$ cat src/rtl/digits_pkg.sv
// Shared constants, FSM encoding and the segment-to-row raster rule for the digits path.
package digits_pkg;
  localparam int NUM_SEGS    = 7;
  localparam int ROW_W       = 5;
  localparam int NUM_LINES   = 8;
  localparam int GLYPH_LINES = 5;

  localparam int SEG_TOP = 6;
  localparam int SEG_UL  = 5;
  localparam int SEG_LL  = 4;
  localparam int SEG_BOT = 3;
  localparam int SEG_LR  = 2;
  localparam int SEG_UR  = 1;
  localparam int SEG_MID = 0;

  // Pixel columns sampled by the decoder: left edge, centre, right edge.
  localparam int COL_L = 0;
  localparam int COL_C = 2;
  localparam int COL_R = 4;

  localparam logic [ROW_W-1:0] ROW_F = 5'b11111;
  localparam logic [ROW_W-1:0] ROW_L = 5'b00001;
  localparam logic [ROW_W-1:0] ROW_R = 5'b10000;

  typedef enum logic [2:0] {ST_IDLE, ST_SCAN, ST_DECODE, ST_CHECK, ST_DONE} state_t;

  // Strokes are XOR-combined, so corners shared by two strokes cancel.
  function automatic logic [ROW_W-1:0] enc_row(input logic [NUM_SEGS-1:0] s,
                                               input logic [2:0]          ln);
    logic [ROW_W-1:0] r;
    r = '0;
    case (ln)
      3'd0: r = ({ROW_W{s[SEG_TOP]}} & ROW_F) ^ ({ROW_W{s[SEG_UL]}} & ROW_L) ^
                ({ROW_W{s[SEG_UR]}} & ROW_R);
      3'd1: r = ({ROW_W{s[SEG_UR]}} & ROW_R) ^ ({ROW_W{s[SEG_UL]}} & ROW_L);
      3'd2: r = ({ROW_W{s[SEG_MID]}} & ROW_F) ^
                ({ROW_W{s[SEG_UL] | s[SEG_LL]}} & ROW_L) ^
                ({ROW_W{s[SEG_LR] | s[SEG_UR]}} & ROW_R);
      3'd3: r = ({ROW_W{s[SEG_LR]}} & ROW_R) ^ ({ROW_W{s[SEG_LL]}} & ROW_L);
      3'd4: r = ({ROW_W{s[SEG_BOT]}} & ROW_F) ^ ({ROW_W{s[SEG_LL]}} & ROW_L) ^
                ({ROW_W{s[SEG_LR]}} & ROW_R);
      default: r = '0;
    endcase
    return r;
  endfunction
endpackage

$ cat src/rtl/bitmap_to_segments.sv
// Scans an 8x5 glyph bitmap, recovers its 7-segment code and flags bitmaps that
// are not the exact raster of that code.
module bitmap_to_segments import digits_pkg::*; (
  input  logic                clk,
  input  logic                rst,
  input  logic                start,
  input  logic [ROW_W-1:0]    bits,
  output logic [2:0]          line,
  output logic                busy,
  output logic [NUM_SEGS-1:0] segments,
  output logic                valid,
  output logic                error
);
  state_t           state;
  logic [ROW_W-1:0] row_buf [NUM_LINES];
  logic [2:0]       chk;
  logic             err_acc;
  logic             tail_err;
  logic             err_next;

  // Lines below the glyph must be blank; folded in on the first check cycle.
  always_comb begin
    tail_err = 1'b0;
    for (int i = GLYPH_LINES; i < NUM_LINES; i++) tail_err = tail_err | (|row_buf[i]);
    err_next = err_acc | (row_buf[chk] != enc_row(segments, chk)) |
               ((chk == 3'd0) & tail_err);
  end

  always_ff @(posedge clk or posedge rst) begin
    if (rst) begin
      state    <= ST_IDLE;
      line     <= '0;
      busy     <= 1'b0;
      segments <= '0;
      valid    <= 1'b0;
      error    <= 1'b0;
      chk      <= '0;
      err_acc  <= 1'b0;
      for (int i = 0; i < NUM_LINES; i++) row_buf[i] <= '0;
    end else begin
      valid <= 1'b0;
      case (state)
        ST_IDLE: if (start) begin
          state   <= ST_SCAN;
          line    <= '0;
          busy    <= 1'b1;
          err_acc <= 1'b0;
          error   <= 1'b0;
        end
        ST_SCAN: begin
          row_buf[line] <= bits;
          if (line == 3'(NUM_LINES - 1)) begin
            line  <= '0;
            state <= ST_DECODE;
          end else begin
            line <= line + 3'd1;
          end
        end
        ST_DECODE: begin
          segments[SEG_TOP] <= row_buf[0][COL_C];
          segments[SEG_MID] <= row_buf[2][COL_C];
          segments[SEG_BOT] <= row_buf[4][COL_C];
          segments[SEG_UR]  <= row_buf[1][COL_R];
          segments[SEG_UL]  <= row_buf[1][COL_L];
          segments[SEG_LR]  <= row_buf[3][COL_R];
          segments[SEG_LL]  <= row_buf[3][COL_L];
          chk   <= '0;
          state <= ST_CHECK;
        end
        ST_CHECK: begin
          err_acc <= err_next;
          if (chk == 3'(GLYPH_LINES - 1)) begin
            error <= err_next;
            valid <= 1'b1;
            state <= ST_DONE;
          end else begin
            chk <= chk + 3'd1;
          end
        end
        ST_DONE: begin
          busy  <= 1'b0;
          state <= ST_IDLE;
        end
        default: state <= ST_IDLE;
      endcase
    end
  end
endmodule
$ cat config.mk
export PLATFORM = sky130hd
export DESIGN_NAME = bitmap_to_segments
export DESIGN_NICKNAME = d
export VERILOG_FILES = /design/src/rtl/digits_pkg.sv /design/src/rtl/bitmap_to_segments.sv
export SDC_FILE = /design/constraint.sdc
export NUM_CORES = 1
export LEC_CHECK = 0
export CAP_MARGIN = 15
export CORE_UTILIZATION = 55
export CTS_CLUSTER_SIZE = 20
export DETAILED_ROUTE_END_ITERATION = 12
export PLACE_DENSITY = 0.75
export SYNTH_ARGS = -nofsm -noshare
export SYNTH_HDL_FRONTEND = slang
export SYNTH_SLANG_ARGS = --single-unit
$ cat constraint.sdc
create_clock -name clk -period 3.4 [get_ports clk]
set_input_delay 0.85 -clock clk [delete_from_list [all_inputs] [get_ports clk]]
set_output_delay 0.85 -clock clk [all_outputs]
set_load 0.005 [all_outputs]
# Yosys cells after proc, flatten, opt, wreduce, memory -nomap -nowiden

Index checks and enable logic that the tools add are counted.

$add $sub $neg: 2
Order comparisons: 3
Equality and inequality tests: 14
Multiplexer cells: 24
Bitwise gates (word level): 17
Reduce and logical (&&, ||, !) cells: 16

Operators by type and width:

| cell                                           | count |
|---|---|
| bitwise mux 40 bit                             | 1 |
| one-hot mux 5 bit (5 select lines)             | 1 |
| XOR 5 x 1 -> 5 bit                             | 5 |
| 2-to-1 mux 3 bit                               | 6 |
| binary-select mux 5 bit (select 3 bit)         | 1 |
| demux 5 bit (select 3 bit)                     | 1 |
| 2-to-1 mux 5 bit                               | 3 |
| OR reduction 5 bit                             | 3 |
| XOR 5 bit                                      | 3 |
| == test 3 x 2 -> 1 bit (second input constant) | 4 |
| one-hot mux 3 bit (2 select lines)             | 2 |
| one-hot mux 3 bit (4 select lines)             | 1 |
| == test 3 bit (second input constant)          | 3 |
| >= comparator 4 bit (second input constant)    | 2 |
| != test 2 bit (second input constant)          | 4 |
| inverter 3 -> 4 bit                            | 2 |
| AND reduction 2 bit                            | 4 |
| nonzero test 2 bit                             | 4 |
| adder 3 x 1 -> 3 bit (second input constant)   | 2 |
| == test 3 x 1 -> 1 bit (second input constant) | 2 |
| zero test 3 bit                                | 2 |
| bitwise OR 1 bit                               | 6 |
| one-hot mux 1 bit (2 select lines)             | 3 |
| AND reduction 3 bit                            | 2 |
| other kinds (5)                                | 9 |

Register bits after elaboration: 60
Input port bits: 8
Output and inout bits: 13
Word-level logic and storage cells: 92

# Depth between registers and ports, before layout

Depth after elaboration: 9
Gate-level depth with buffers: 9
Mapped depth without buffers: 7

# Worst setup path after synthesis

No wires, ideal clock.

Kind: register to register
Start point: reg chk[1]
End point: reg err_acc
Setup time: 0.136 ns
Data arrival time: 2.445 ns
Data required time: 3.264 ns
Slack: 0.820 ns
Cell stages (with the launch flop): 10
Path buffers: 2
Period minus slack after synthesis: 2.580 ns
Path through: dfrtp_1 > clkbuf_1 > inv_1 > ha_1 > clkbuf_1 > a22o_1 > a21oi_1 > mux4_2 > o31ai_1 > o211ai_1

Cells in the longest elaborated chain, start to end: 8
Elaborated cells on any way between the ends: 15
Classes of those cells: eq/ne: 5; mux: 5; bitwise: 4; reduce/logical: 1

Ends and longest elaborated chain:

| what                                                | RTL line                 | source |
|---|---|---|
| from (decl)                                         | bitmap_to_segments.sv:16 | `logic [2:0] chk;` |
| from (signal assigned)                              | bitmap_to_segments.sv:77 | `chk <= chk + 3'd1;` |
| inverter 3 -> 4 bit (not written as such)           | bitmap_to_segments.sv:25 | `err_next = err_acc \| (row_buf[chk] != enc_row(segments, chk)) \|` |
| binary-select mux 5 bit (select 3 bit)              | bitmap_to_segments.sv:25 |  |
| 2-to-1 mux 5 bit (not written as such) (2 in a row) | bitmap_to_segments.sv:25 |  |
| != test 5 bit                                       | bitmap_to_segments.sv:25 |  |
| bitwise OR 1 bit                                    | bitmap_to_segments.sv:25 |  |
| bitwise OR 1 bit (*)                                | bitmap_to_segments.sv:25 |  |
| one-hot mux 1 bit (2 select lines) (*)              | bitmap_to_segments.sv:42 | `case (state)` |
| to (signal assigned)                                | bitmap_to_segments.sv:71 | `err_acc <= err_next;` |
| to (decl)                                           | bitmap_to_segments.sv:17 | `logic err_acc;` |

Mark *: on every way between the ends. The rest lies on a longest branch, timed or not. The select of a mux whose other input is x is not followed.
A chain may end at the register's enable or synchronous reset.

# Final worst setup path

Start point: reg chk[0]
End point: reg err_acc

The elaborated chain is that of the path after synthesis.

==> impl_metrics.csv <==
group,metric,value,unit
sta,fin_tns_setup,0,ps
final_layout,syn_to_final_growth,16.8,%
clock_tree,clock-sinks,60,
sta,fmax,355,MHz
clock_tree,cts_htree_levels,3,
setup_path,cp_max_fo,13,
global_routing,grt_max_degree,34,
detailed_routing,topRoutingLayerUsed,"met4",
logic_synthesis,synthTopCellsByArea,"dfrtp_1, mux2_2, mux4_2",
detailed_routing,dr_wl_met2,2960,um
power_and_ir_drop,leakagePower,1.47,nW
place,gp_congestion,0.831,
hold_path,holdPathStages,1,
logic_synthesis,yosysSeqAreaShare,50.0,%
logic_synthesis,netlist_area,3000,sq um
floorplan,die_area,5760,sq um
clock_tree,cts_setup_buffers,0,
logic_synthesis,synth_top_family_by_area,"multiplexers",
setup_path,end_kind,"flop",
run,maxCapViolCount,0,
setup_path,r2r-start,"chk[0]$_DFFE_PP0P_",
sta,hold_violations,0,
logic_synthesis,yosys.area_share.simple,10.5,%
sta,setup_viol,0,
final_layout,diodes,0,
floorplan,die_y,75.9,um
detailed_routing,wl_met3,222,um
setup_path,r2r_cells,7,
place,pre_cts_ws,647,ps
clock_tree,cts_tree,"built",
detailed_routing,ant_nets,0,
sta,skew,5.87,ps
logic_synthesis,synthMuxAreaShare,26.8,%
detailed_routing,wire_per_inst,18.8,um
setup_path,r2r_slack,590,ps
floorplan,rows,26,
logic_synthesis,syn_nets,249,
clock_tree,cts_resized,0,
sta,maxSlewHeadroom,56.9,%
detailed_routing,routed_wl,6260,um
logic_synthesis,synth_edf_count,0,
clock_tree,insertion_delay,350,ps
hold_path,hold_end,"row_buf[23]$_DFFE_PP0P_",
detailed_routing,via_count,2002,
floorplan,ioPinCount,21,
logic_synthesis,ys_types,39,
setup_path,critPathMaxStageDelay,680,ps
setup_path,crit_path_start_kind,"flop",
setup_path,worst_path_max_delay_cell,"dfrtp_1",
hold_path,hp-class,"flop to flop",
logic_synthesis,yosysTopAreaCellShare,50.0,%
detailed_routing,vias_per_cell,6.01,
logic_synthesis,ys_ff_latch,60,
detailed_routing,drtPass1Iterations,4,
sta,report.final.slew_viol_count,0,
power_and_ir_drop,power_density,1050,nW/um^2
logic_synthesis,yosysWarnings,0,
logic_synthesis,synthCells,234,
place,dp.cells,317,
clock_tree,clockRootBuffer,"clkbuf_8",
logic_synthesis,async_reset_ff_share,100,%
global_routing,gr-usage-all-layers,24.3,%
clock_tree,clockBufferDepth,2,
detailed_routing,drc,0,
global_routing,grt_remaining_overflow,0,
place,io_buffers,20,
final_layout,drive_gt1_share,27.4,%
logic_synthesis,synth_ff_type,"dfrtp_1",
global_routing,grt_pass1_wl,10500,um
place,dpl.hpwl,4510,um
clock_tree,holdBufCountCts,0,
global_routing,grt_pass1_vias,2025,
final_layout,instances_no_fill,333,
detailed_routing,drt_iter0_markers,114,
run_status,status,"finished, final reports clean",
setup_path,rr_endpoint,"err_acc$_DFFE_PP0P_",
clock_tree,clkSlewWorstSetupHoldPaths,70,ps
detailed_routing,wl_met1,2930,um
global_routing,antenna_found_initial,0,
sta,min_period,2810,ps
logic_synthesis,syn_avg_cell_area,12.8,sq um
setup_path,worstPathArrival,3040,ps
clock_tree,cts_buffers,9,
logic_synthesis,synth_xor_area_share,1.46,%
sta,period_share,82.8,%
power_and_ir_drop,irDropWorstVdd,0.479,mV
sta,fin_ws,586,ps
logic_synthesis,synth_fa_ha_area_share,2.92,%
floorplan,core_area,5170,sq um
sta,rsz0062_at_grt,"no",
final_layout,nets,273,
floorplan,start_util,58.1,%
setup_path,critical_path_class,"flop to flop",
setup_path,worst_ep_required_time,3620,ps
setup_path,crit_chain,"inv_1, ha_1, nand2_1, o21ai_0, or4_1, a221oi_1, o211ai_1",
sta,tightest_slew,645,ps
logic_synthesis,synth_compound_area_share,6.46,%
hold_path,min-delay-start,"row_buf[23]$_DFFE_PP0P_",
logic_synthesis,yosys.area.top_type,"dfrtp_1",
floorplan,die_x,75.9,um
layer usage:
metal | GRT usage (%) | vias up
li1 | - | 926
met1 | 32.8 | 1009
met2 | 37.4 | 52
met3 | 4.46 | 15
met4 | 13.1 | 0
met5 | 0 | -
Yosys cell counts, drive strengths merged, types with 5 or more instances:
cell type,number
o21ai,6
mux4,11
nand2,17
mux2,47
dfrtp,60
o31ai,6
ha,7
nand3,9
a21oi,8
nor2,8
inv,5
clkbuf,6
area by class of cell:
cell class / instances / area, sq um
multi-input combinational: 161 / 1450
clock buffer: 12 / 165
sequential: 60 / 1500
tap: 70 / 87.6
fill: 364 / 1660
timing repair buffer: 21 / 220
clock inverter: 4 / 70.1
inverter: 5 / 18.8
power breakdown:
group          leakage [nW]  switching, W  total [W]  internal [W]
Combinational         0.636      0.000619    0.00147      0.000853
Sequential            0.709      0.000389    0.00146       0.00107
Clock                 0.122      0.000281   0.000751      0.000470
worst max-delay path by stage:
stage / startpoint / endpoint / slack [ps] / cells past startpoint
2_1_floorplan: chk[1]$_DFFE_PP0P_ / err_acc$_DFFE_PP0P_ / 820 / 9
3_5_place_dp: chk[0]$_DFFE_PP0P_ / err_acc$_DFFE_PP0P_ / 650 / 7
3_3_place_gp: chk[0]$_DFFE_PP0P_ / err_acc$_DFFE_PP0P_ / 770 / 7
4_1_cts: chk[0]$_DFFE_PP0P_ / err_acc$_DFFE_PP0P_ / 620 / 7
6_report: chk[0]$_DFFE_PP0P_ / err_acc$_DFFE_PP0P_ / 590 / 7
5_1_grt: chk[0]$_DFFE_PP0P_ / err_acc$_DFFE_PP0P_ / 430 / 7
through the flow:
stage	util, %	instance area [sq um]	power, W	hold WS, ps
floorplan	-	3000	0.00245	470
global placement	63.3	3270	0.00287	482
detailed placement	63.3	3270	0.00293	485
CTS	67.8	3510	0.00369	500
global route	67.8	3510	0.00391	523
finish	67.8	3510	0.00369	495
placed cells by master (no fill, tap or decap), drive strengths merged, types with 2 or more instances in the layout:
cell type	instances
dfrtp	60
mux2	47
clkdlybuf4s50	20
nand2	17
clkbuf	12
mux4	11
nand3	9
a21oi	8
nor2	8
ha	7
o21ai	6
o31ai	6
inv	5
nand3b	3
nor2b	3
nor3	3
xor2	3
nor4	3
and2	2
nand2b	2
and3	2
a31oi	2
xnor2	2
nor4bb	2
or4	2
o211ai	2
clkinv	2
bufinv	2
or2	2
critical path: cells and delay by family, from the launching register on:
family	cells	cell delay [ps]
AND/OR/NAND/NOR	2	760
adder cells (fa/ha/maj)	1	340
buffers and inverters	1	170
flip-flops	1	680
AO/OA/AOI/OAI	3	720
cells by family after synthesis:
| kind of cell | after synthesis |
|---|---|
| and+or+nand+nor | 60 |
| DFF | 60 |
| adders and majority gates | 7 |
| muxes | 59 |
| xor gates and xnor gates | 5 |
| buffers and inverters | 13 |
| AOI/OAI and AO/OA | 30 |
sequential cells by signal, indices dropped and copies added (netlist names):
signal,flops
busy,1
chk,3
err_acc,1
error,1
line,3
row_buf,40
segments,7
state,3
valid,1
No activity file was read; power rests on OpenSTA's default activity.
